`config.mk`:
```
export PLATFORM = sky130hd
export DESIGN_NAME = dlsc_pcie_s6_inbound_decode
export DESIGN_NICKNAME = d
export VERILOG_FILES = /design/src/rtl/dlsc_pcie_pkg.sv /design/src/rtl/dlsc_pcie_s6_inbound_strb.sv /design/src/rtl/dlsc_pcie_s6_inbound_decode.sv
export SDC_FILE = /design/constraint.sdc
export NUM_CORES = 1
export LEC_CHECK = 0
export ABC_AREA = 1
export CORE_ASPECT_RATIO = 0.9
export CORE_MARGIN = 8
export CORE_UTILIZATION = 35
export CTS_CLUSTER_DIAMETER = 100
export CTS_CLUSTER_SIZE = 10
export DETAILED_ROUTE_END_ITERATION = 16
export HOLD_SLACK_MARGIN = 0.06
export PLACE_DENSITY_LB_ADDON = 0.3
export RECOVER_POWER = 25
export SLEW_MARGIN = 30
export SYNTH_ARGS = -nofsm -noshare
export SYNTH_HDL_FRONTEND = slang
export SYNTH_SLANG_ARGS = --single-unit
```
`constraint.sdc`:
```
create_clock -name clk -period 6.1 [get_ports clk]
set_input_delay 1.22 -clock clk [delete_from_list [all_inputs] [get_ports clk]]
set_output_delay 1.22 -clock clk [all_outputs]
set_load 0.01 [all_outputs]
```
`src/rtl/dlsc_pcie_pkg.sv`:
```
// dlsc_pcie_pkg: shared PCIe TLP fmt/type codes and inbound decoder state encoding
package dlsc_pcie_pkg;
  localparam logic [1:0] FMT_3DW_ND = 2'b00;
  localparam logic [1:0] FMT_4DW_ND = 2'b01;
  localparam logic [1:0] FMT_3DW_D  = 2'b10;
  localparam logic [1:0] FMT_4DW_D  = 2'b11;
  localparam logic [4:0] TYPE_MEM   = 5'b00000;
  localparam logic [4:0] TYPE_IO    = 5'b00010;
  typedef enum logic [2:0] {ST_H0, ST_H1, ST_H2, ST_H3, ST_CMD, ST_DATA, ST_DROP} state_t;
  function automatic logic fmt_4dw(input logic [1:0] fmt);
    return fmt == FMT_4DW_ND || fmt == FMT_4DW_D;
  endfunction
  function automatic logic fmt_data(input logic [1:0] fmt);
    return fmt == FMT_3DW_D || fmt == FMT_4DW_D;
  endfunction
endpackage

```
`src/rtl/dlsc_pcie_s6_inbound_strb.sv`:
```
// dlsc_pcie_s6_inbound_strb: write-data DW counter, byte strobes and last-beat flag
module dlsc_pcie_s6_inbound_strb (
  input  logic       clk,
  input  logic       rst,
  input  logic       i_load,
  input  logic       i_beat,
  input  logic [9:0] i_len,
  input  logic [3:0] i_be_first,
  input  logic [3:0] i_be_last,
  output logic [3:0] o_strb,
  output logic       o_last
);
  logic [9:0] r_cnt;
  logic       r_first;
  // len 0 wraps to 1023 remaining beats, i.e. a 1024-DW payload
  always_ff @(posedge clk) begin
    if (rst) begin
      r_cnt   <= '0;
      r_first <= 1'b1;
    end else if (i_load) begin
      r_cnt   <= i_len - 10'd1;
      r_first <= 1'b1;
    end else if (i_beat) begin
      r_cnt   <= r_cnt - 10'd1;
      r_first <= 1'b0;
    end
  end
  assign o_last = r_cnt == 10'd0;
  assign o_strb = r_first ? i_be_first : (o_last ? i_be_last : 4'hF);
endmodule

```
`src/rtl/dlsc_pcie_s6_inbound_decode.sv`:
```
// dlsc_pcie_s6_inbound_decode: splits inbound PCIe request TLPs into AXI read/write
// commands and write data, and queues completion IDs for non-posted requests.
module dlsc_pcie_s6_inbound_decode
  import dlsc_pcie_pkg::*;
#(
  parameter int ADDR = 32
) (
  input  logic            clk,
  input  logic            rst,
  output logic            rx_ready,
  input  logic            rx_valid,
  input  logic [31:0]     rx_data,
  input  logic            rx_last,
  input  logic            tlp_id_ready,
  output logic            tlp_id_valid,
  output logic            tlp_id_write,
  output logic [28:0]     tlp_id_data,
  input  logic            rd_cmd_ready,
  output logic            rd_cmd_valid,
  output logic [ADDR-1:0] rd_cmd_addr,
  output logic [9:0]      rd_cmd_len,
  output logic [3:0]      rd_cmd_be_first,
  output logic [3:0]      rd_cmd_be_last,
  input  logic            wr_cmd_ready,
  output logic            wr_cmd_valid,
  output logic [ADDR-1:0] wr_cmd_addr,
  output logic [9:0]      wr_cmd_len,
  output logic            wr_cmd_np,
  input  logic            wr_d_ready,
  output logic            wr_d_valid,
  output logic [31:0]     wr_d_data,
  output logic [3:0]      wr_d_strb,
  output logic            wr_d_last,
  output logic            err_unsup,
  output logic            err_poison
);
  state_t          r_state, w_next;
  logic [1:0]      r_fmt, r_attr;
  logic [4:0]      r_type;
  logic [2:0]      r_tc;
  logic            r_ep;
  logic [9:0]      r_len;
  logic [15:0]     r_reqid;
  logic [7:0]      r_tag;
  logic [3:0]      r_be_first, r_be_last;
  logic [31:0]     r_addr_hi;
  logic [ADDR-1:0] r_addr;
  logic            r_cmd_done, r_id_done, r_err_unsup, r_err_poison;
  logic            w_rx_acc, w_hdr_end, w_write, w_np, w_unsup, w_poison;
  logic            w_in_cmd, w_cmd_ok, w_id_ok, w_beat;
  logic [63:0]     w_addr64;
  assign w_write   = fmt_data(r_fmt);
  assign w_np      = !w_write || r_type == TYPE_IO;
  assign w_hdr_end = r_state == ST_H3 || (r_state == ST_H2 && !fmt_4dw(r_fmt));
  assign w_addr64  = {(r_state == ST_H3) ? r_addr_hi : 32'h0, rx_data[31:2], 2'b00};
  // IO space only exists with a 3DW header; address bits beyond ADDR are unreachable
  assign w_unsup   = !(r_type == TYPE_MEM || (r_type == TYPE_IO && !fmt_4dw(r_fmt)))
                     || (w_addr64 >> ADDR) != 64'h0;
  assign w_poison  = w_write && r_ep;
  assign rx_ready  = !rst && ((r_state == ST_DATA) ? wr_d_ready : r_state != ST_CMD);
  assign w_rx_acc  = rx_valid && rx_ready;
  assign w_in_cmd  = !rst && r_state == ST_CMD;
  assign rd_cmd_valid = w_in_cmd && !w_write && !r_cmd_done;
  assign wr_cmd_valid = w_in_cmd && w_write && !r_cmd_done;
  assign tlp_id_valid = w_in_cmd && w_np && !r_id_done;
  assign w_cmd_ok  = r_cmd_done || (rd_cmd_valid && rd_cmd_ready) || (wr_cmd_valid && wr_cmd_ready);
  assign w_id_ok   = !w_np || r_id_done || (tlp_id_valid && tlp_id_ready);
  assign wr_d_valid = !rst && r_state == ST_DATA && rx_valid;
  assign w_beat    = wr_d_valid && wr_d_ready;
  assign wr_d_data = {rx_data[7:0], rx_data[15:8], rx_data[23:16], rx_data[31:24]};
  assign tlp_id_write = w_write;
  assign tlp_id_data  = {r_tc, r_attr, r_reqid, r_tag};
  assign rd_cmd_addr  = r_addr;
  assign rd_cmd_len   = r_len;
  assign rd_cmd_be_first = r_be_first;
  assign rd_cmd_be_last  = r_be_last;
  assign wr_cmd_addr  = r_addr;
  assign wr_cmd_len   = r_len;
  assign wr_cmd_np    = r_type == TYPE_IO;
  assign err_unsup    = r_err_unsup;
  assign err_poison   = r_err_poison;
  // a dropped header that already carries rx_last has nothing left to drain
  always_comb begin
    w_next = r_state;
    case (r_state)
      ST_H0:        if (w_rx_acc) w_next = ST_H1;
      ST_H1:        if (w_rx_acc) w_next = ST_H2;
      ST_H2, ST_H3: if (w_rx_acc) w_next = !w_hdr_end ? ST_H3 :
                                          (w_unsup || w_poison) ? (rx_last ? ST_H0 : ST_DROP) : ST_CMD;
      ST_CMD:       if (w_cmd_ok && w_id_ok) w_next = w_write ? ST_DATA : ST_H0;
      ST_DATA:      if (w_beat && wr_d_last) w_next = ST_H0;
      default:      if (w_rx_acc && rx_last) w_next = ST_H0;
    endcase
  end
  always_ff @(posedge clk) begin
    if (rst) begin
      r_state      <= ST_H0;
      r_cmd_done   <= 1'b0;
      r_id_done    <= 1'b0;
      r_err_unsup  <= 1'b0;
      r_err_poison <= 1'b0;
    end else begin
      r_state      <= w_next;
      r_cmd_done   <= w_in_cmd && w_next == ST_CMD && w_cmd_ok;
      r_id_done    <= w_in_cmd && w_next == ST_CMD && w_id_ok;
      r_err_unsup  <= w_rx_acc && w_hdr_end && w_unsup;
      r_err_poison <= w_rx_acc && w_hdr_end && !w_unsup && w_poison;
    end
  end
  always_ff @(posedge clk) begin
    if (w_rx_acc && r_state == ST_H0) begin
      r_fmt  <= rx_data[30:29];
      r_type <= rx_data[28:24];
      r_tc   <= rx_data[22:20];
      r_ep   <= rx_data[14];
      r_attr <= rx_data[13:12];
      r_len  <= rx_data[9:0];
    end
    if (w_rx_acc && r_state == ST_H1) begin
      r_reqid    <= rx_data[31:16];
      r_tag      <= rx_data[15:8];
      r_be_last  <= rx_data[7:4];
      r_be_first <= rx_data[3:0];
    end
    if (w_rx_acc && r_state == ST_H2) r_addr_hi <= rx_data;
    if (w_rx_acc && w_hdr_end) r_addr <= w_addr64[ADDR-1:0];
  end
  dlsc_pcie_s6_inbound_strb u_strb (
    .clk        (clk),
    .rst        (rst),
    .i_load     (r_state == ST_CMD),
    .i_beat     (w_beat),
    .i_len      (r_len),
    .i_be_first (r_be_first),
    .i_be_last  (r_be_last),
    .o_strb     (wr_d_strb),
    .o_last     (wr_d_last)
  );
endmodule

```
# Word-level counts from Yosys, hierarchy flattened

Cells that the tools add are included.

Multiplexer cells: 17
Reductions and logical operators: 57
Add/sub/neg operators: 2
Equality and inequality tests: 11

Operator list:

| operator              | number |
|---|---|
| $reduce_bool 64->1    | 1 |
| $mux 32               | 1 |
| $logic_and 1x1->1     | 31 |
| $mux 3                | 10 |
| $mux 10               | 2 |
| $sub 10x1->10 const B | 2 |
| $pmux 3 s5            | 1 |
| $logic_or 1x1->1      | 11 |
| $logic_not 10->1      | 1 |
| $eq 3x3->1 const B    | 3 |
| $logic_not 1->1       | 8 |
| $mux 4                | 2 |
| $eq 3x2->1 const B    | 2 |
| $eq 5x2->1 const B    | 1 |
| $logic_not 5->1       | 1 |
| $eq 2x2->1 const B    | 2 |
| $reduce_or 2->1       | 2 |
| $eq 3x1->1 const B    | 1 |
| $logic_not 3->1       | 1 |
| $ne 3x3->1 const B    | 1 |
| $eq 2x1->1 const B    | 1 |
| $reduce_bool 2->1     | 1 |
| $mux 1                | 1 |

Register bits after elaboration: 135
Output and inout bits: 167
Logic and storage cells: 106

# Logic depth before layout (Yosys ltp)

Depth in word-level cells: 15
Mapped depth: 14
Depth with buffers taken out: 13

# Modules after synthesis

Synthesis repeated with hierarchy kept, for this count alone.

Cells, all modules: 482
Area total of the unflattened synthesis: 5763.0 um^2

Modules (own cells, without submodules):

| module                      | cells an instance | sequential area each (um^2) | instances | area an instance (um^2) |
|---|---|---|---|---|
| dlsc_pcie_s6_inbound_decode | 330               | 3653.5                      | 1         | 4810.9 |
| dlsc_pcie_s6_inbound_strb   | 152               | 220.2                       | 1         | 952.2 |

# Worst setup path after synthesis

OpenSTA, ideal clock, no wires.

Path type: input -> register
Start point: input rst
End point: register r_addr_hi[0], enable pin
Data required time: 5.639 ns
Path buffers: 0
Arrival: 3.803 ns
Setup slack: 1.835 ns
Stages: 5
Library setup time: 0.461 ns
Cell sequence: inv_1 nand2_1 inv_1 nand2_1 nor3_1

Cells in the longest elaborated chain, start to end: 4

Ends and longest elaborated chain:

| what                 | line                               | RTL |
|---|---|---|
| start, declared      | dlsc_pcie_s6_inbound_decode.sv:9   | `input logic rst,` |
| $logic_not 1->1      | dlsc_pcie_s6_inbound_decode.sv:60  | `assign rx_ready = !rst && ((r_state == ST_DATA) ? wr_d_ready : r_state != ST_CMD);` |
| $logic_and 1x1->1    | dlsc_pcie_s6_inbound_decode.sv:60  |  |
| $logic_and 1x1->1    | dlsc_pcie_s6_inbound_decode.sv:61  | `assign w_rx_acc = rx_valid && rx_ready;` |
| $logic_and 1x1->1    | dlsc_pcie_s6_inbound_decode.sv:125 | `if (w_rx_acc && r_state == ST_H2) r_addr_hi <= rx_data;` |
| end signal, assigned | dlsc_pcie_s6_inbound_decode.sv:125 |  |
| end, declared        | dlsc_pcie_s6_inbound_decode.sv:46  | `logic [31:0] r_addr_hi;` |

No other way between the ends.
A chain may end at the register's enable or synchronous reset.

# Worst setup path after layout

Start point: input rst
End point: output rd_cmd_valid

Cells in the longest elaborated chain, start to end: 4

Ends and longest elaborated chain:

| what                            | line                              | RTL |
|---|---|---|
| $logic_not 1->1                 | dlsc_pcie_s6_inbound_decode.sv:62 | `assign w_in_cmd = !rst && r_state == ST_CMD;` |
| $logic_and 1x1->1               | dlsc_pcie_s6_inbound_decode.sv:62 |  |
| $logic_and 1x1->1 (2 in series) | dlsc_pcie_s6_inbound_decode.sv:63 | `assign rd_cmd_valid = w_in_cmd && !w_write && !r_cmd_done;` |
| end, declared                   | dlsc_pcie_s6_inbound_decode.sv:19 | `output logic rd_cmd_valid,` |

No other way between the ends.

==> impl_metrics.csv <==
group,metric,value,unit
run_status,outcome,"complete, no violations",
clock_tree,cts_resized,0,
timing,period_share,71.6,%
route,drc_errors,0,
logic_synthesis,ys_seq_elements,135,
clock_tree,cts.sinks,135,
layout,mostFrequentLayoutCells,"clkdlybuf4s50_1 (173), edfxtp_1 (117), nand2_1 (75)",
global_route,antenna_found_initial,0,
timing,finalSetupViolations,0,
timing,timing_hold_violations_final,0,
clock_tree,cts_tree,"yes",
floorplanning,die_y,137,µm
floorplanning,die_w,151,µm
logic_synthesis,async_flop_share,0,%
clock_tree,cts_root_buffer,"clkbuf_16",
logic_synthesis,seq_area_frac_synth,67.9,%
route,drt-wirelength-per-cell,17.4,µm
logic_synthesis,synth-edff-count,117,
job,maxCapViolations,0,
layout,finish.utilization,50.4,%
global_route,grt_pass1_vias,4074,
timing,fmax,0.229,GHz
route,num_vias,3755,
floorplanning,core_area,0.0160,mm²
clock_tree,cts_buffers,17,
logic_synthesis,synth_ff_type,"edfxtp_1",
clock_tree,clk_path_buf_depth,2,
logic_synthesis,synth_area_per_cell,12.0,µm²
worst_setup_path,worstSetupStartpoint,"rst",
timing,setup_slack,1.73,ns
layout,area_growth,41.6,%
power_and_ir_drop,max-vdd-ir-drop,0.000183,V
timing,clock_skew,0.0145,ns
floorplanning,placementRows,44,
worst_setup_path,worstPathRequired,4.88,ns
logic_synthesis,yosys_warnings,0,
layout,final_common_cell,"clkdlybuf4s50_1",
logic_synthesis,syn_inst,474,
placement,dp_slack,1.73,ns
power_and_ir_drop,p_leak,0.00310,µW
timing,max_slew_margin,62.6,%
route,finalWirelength,14600,µm
logic_synthesis,mappedNetlistArea,0.00570,mm²
global_route,overflow,0,
layout,fin_area,0.00808,mm²
worst_setup_path,path_class,"input port to output pin",
route,drtPass1Iterations,4,
clock_tree,clkLatencyLatePin,0.43,ns
worst_hold_path,hp-start,"u_strb.r_cnt[8]",
global_route,grt.total_usage,14.4,%
floorplanning,io_pins,207,
placement,place.gp.congestion,0.775,
clock_tree,cts_max_level,4,
route,ant_nets,0,
worst_setup_path,r2r_start,"r_state[2]",
placement,portBuffers,202,
power_and_ir_drop,design_power_total,2230,µW
timing,rsz0062_at_grt,"no",
global_route,grt_start_max_net_pins,33,
clock_tree,clkTransAtPathRegs,0.06,ns
worst_setup_path,cp-end-kind,"output pin",
route,drt_iter0_drc,173,
placement,dp_hpwl,10700,µm
power_and_ir_drop,p_per_area,276,mW/mm²
clock_tree,ctsHoldBuffers,0,
worst_setup_path,worstPathMaxFanout,14,
worst_setup_path,critPathArrivalTime,3.15,ns
global_route,grt_pass1_wl,22100,µm
route,routed_via_density,4.47,
timing,tns,0,ns
worst_hold_path,min_path_type,"flop to flop",
worst_setup_path,critPathLaunchType,"input port",
layout,num-fill-cells,1376,
timing,maxSlewViolCount,0,
layout,diodes,0,
placement,placed_area,0.00745,mm²
timing,worstMarginPinSlew,0.560,ns
layout,fin_nets,661,
floorplanning,die_area,0.0206,mm²
clock_tree,cts_setup_buffers,0,
timing,min_period,4.37,ns
layout,drive_gt1_share,10.3,%
logic_synthesis,ys_types,34,
floorplanning,start_util,35.6,%
layer usage:
layer	part of all wire (%)	wire, µm	vias up	global-route usage (%)
met1	41	5940	1789	16.4
li1	-	-	1796	-
met4	1.4	198	0	5.60
met3	11	1640	15	7.47
met5	0	0	-	0
met2	47	6820	155	22.5
cell usage after synthesis (3+ instances only):
cell type,number,area share (%)
o21ai_2,3,0.46
nand2_2,6,0.66
nor2_4,6,1.2
dfxtp_1,18,6.3
xor2_1,3,0.46
o21ai_0,12,1.1
nor2_1,50,3.3
nor3_1,4,0.35
inv_1,42,2.8
a21oi_1,9,0.79
buf_4,78,10
edfxtp_1,117,62
nand3_1,22,1.9
nand2_1,75,4.9
inv_2,3,0.20
final cells by class:
type	instances	area (µm²)	share of cell area (%)
Clock inverter	15	176	2.18
Timing Repair Buffer	206	2090	25.9
Inverter	46	173	2.14
Tap cell	207	259	3.21
Clock buffer	17	425	5.27
Multi-Input combinational cell	214	1080	13.3
Sequential cell	135	3870	48.0
critical path, stage by stage:
cell and delay, ns:
clkdlybuf4s50_1 0.47, inv_1 0.38, nand3_1 0.22, inv_1 0.14, nand2_1 0.07, nor2_1 0.09
clkdlybuf4s50_1 0.55
cell families (layout without fill, tap and decap cells):
kind of cell / count (synthesis) / in the layout / synth area share [%]
other: 1 / 4 / 0.0658
flip-flops: 135 / 135 / 67.9
buffers and inverters: 128 / 284 / 13.8
AND/OR/NAND/NOR: 171 / 171 / 13.4
AO/OA/AOI/OAI: 33 / 33 / 3.73
XOR/XNOR: 5 / 5 / 0.768
adder cells (fa/ha/maj): 1 / 1 / 0.219
power by group:
group | internal (µW) | total [µW] | switching (µW)
Combinational | 78.8 | 160 | 81.4
Clock | 587 | 1030 | 442
Sequential | 1030 | 1040 | 12.6
Total | 1690 | 2230 | 536
metrics by stage:
stage                     cells  hold WS [ns]
after global routing        840         0.530
after global placement      806         0.492
after detailed placement    807         0.491
final                       840         0.506
after floorplan             477         0.456
after CTS                   839         0.506
registers in the layout (all words and copies together), names as in the netlist:
name,cells
r_type,5
r_cmd_done,1
rd_cmd_be_first,4
r_fmt,2
r_tag,8
u_strb.r_first,1
err_unsup,1
r_state,3
rd_cmd_addr,30
r_ep,1
err_poison,1
rd_cmd_be_last,4
r_tc,3
rd_cmd_len,10
r_addr_hi,32
r_reqid,16
r_id_done,1
r_attr,2
u_strb.r_cnt,10
final timing paths:
check        cells after the start  slack [ns]         endpoint
max                              7        1.73     rd_cmd_valid
min                              2        0.51  u_strb.r_cnt[8]
max reg2reg                     11        3.78  u_strb.r_cnt[4]
min reg2reg                      2        0.51  u_strb.r_cnt[8]
(Power assumes the default switching activity.)
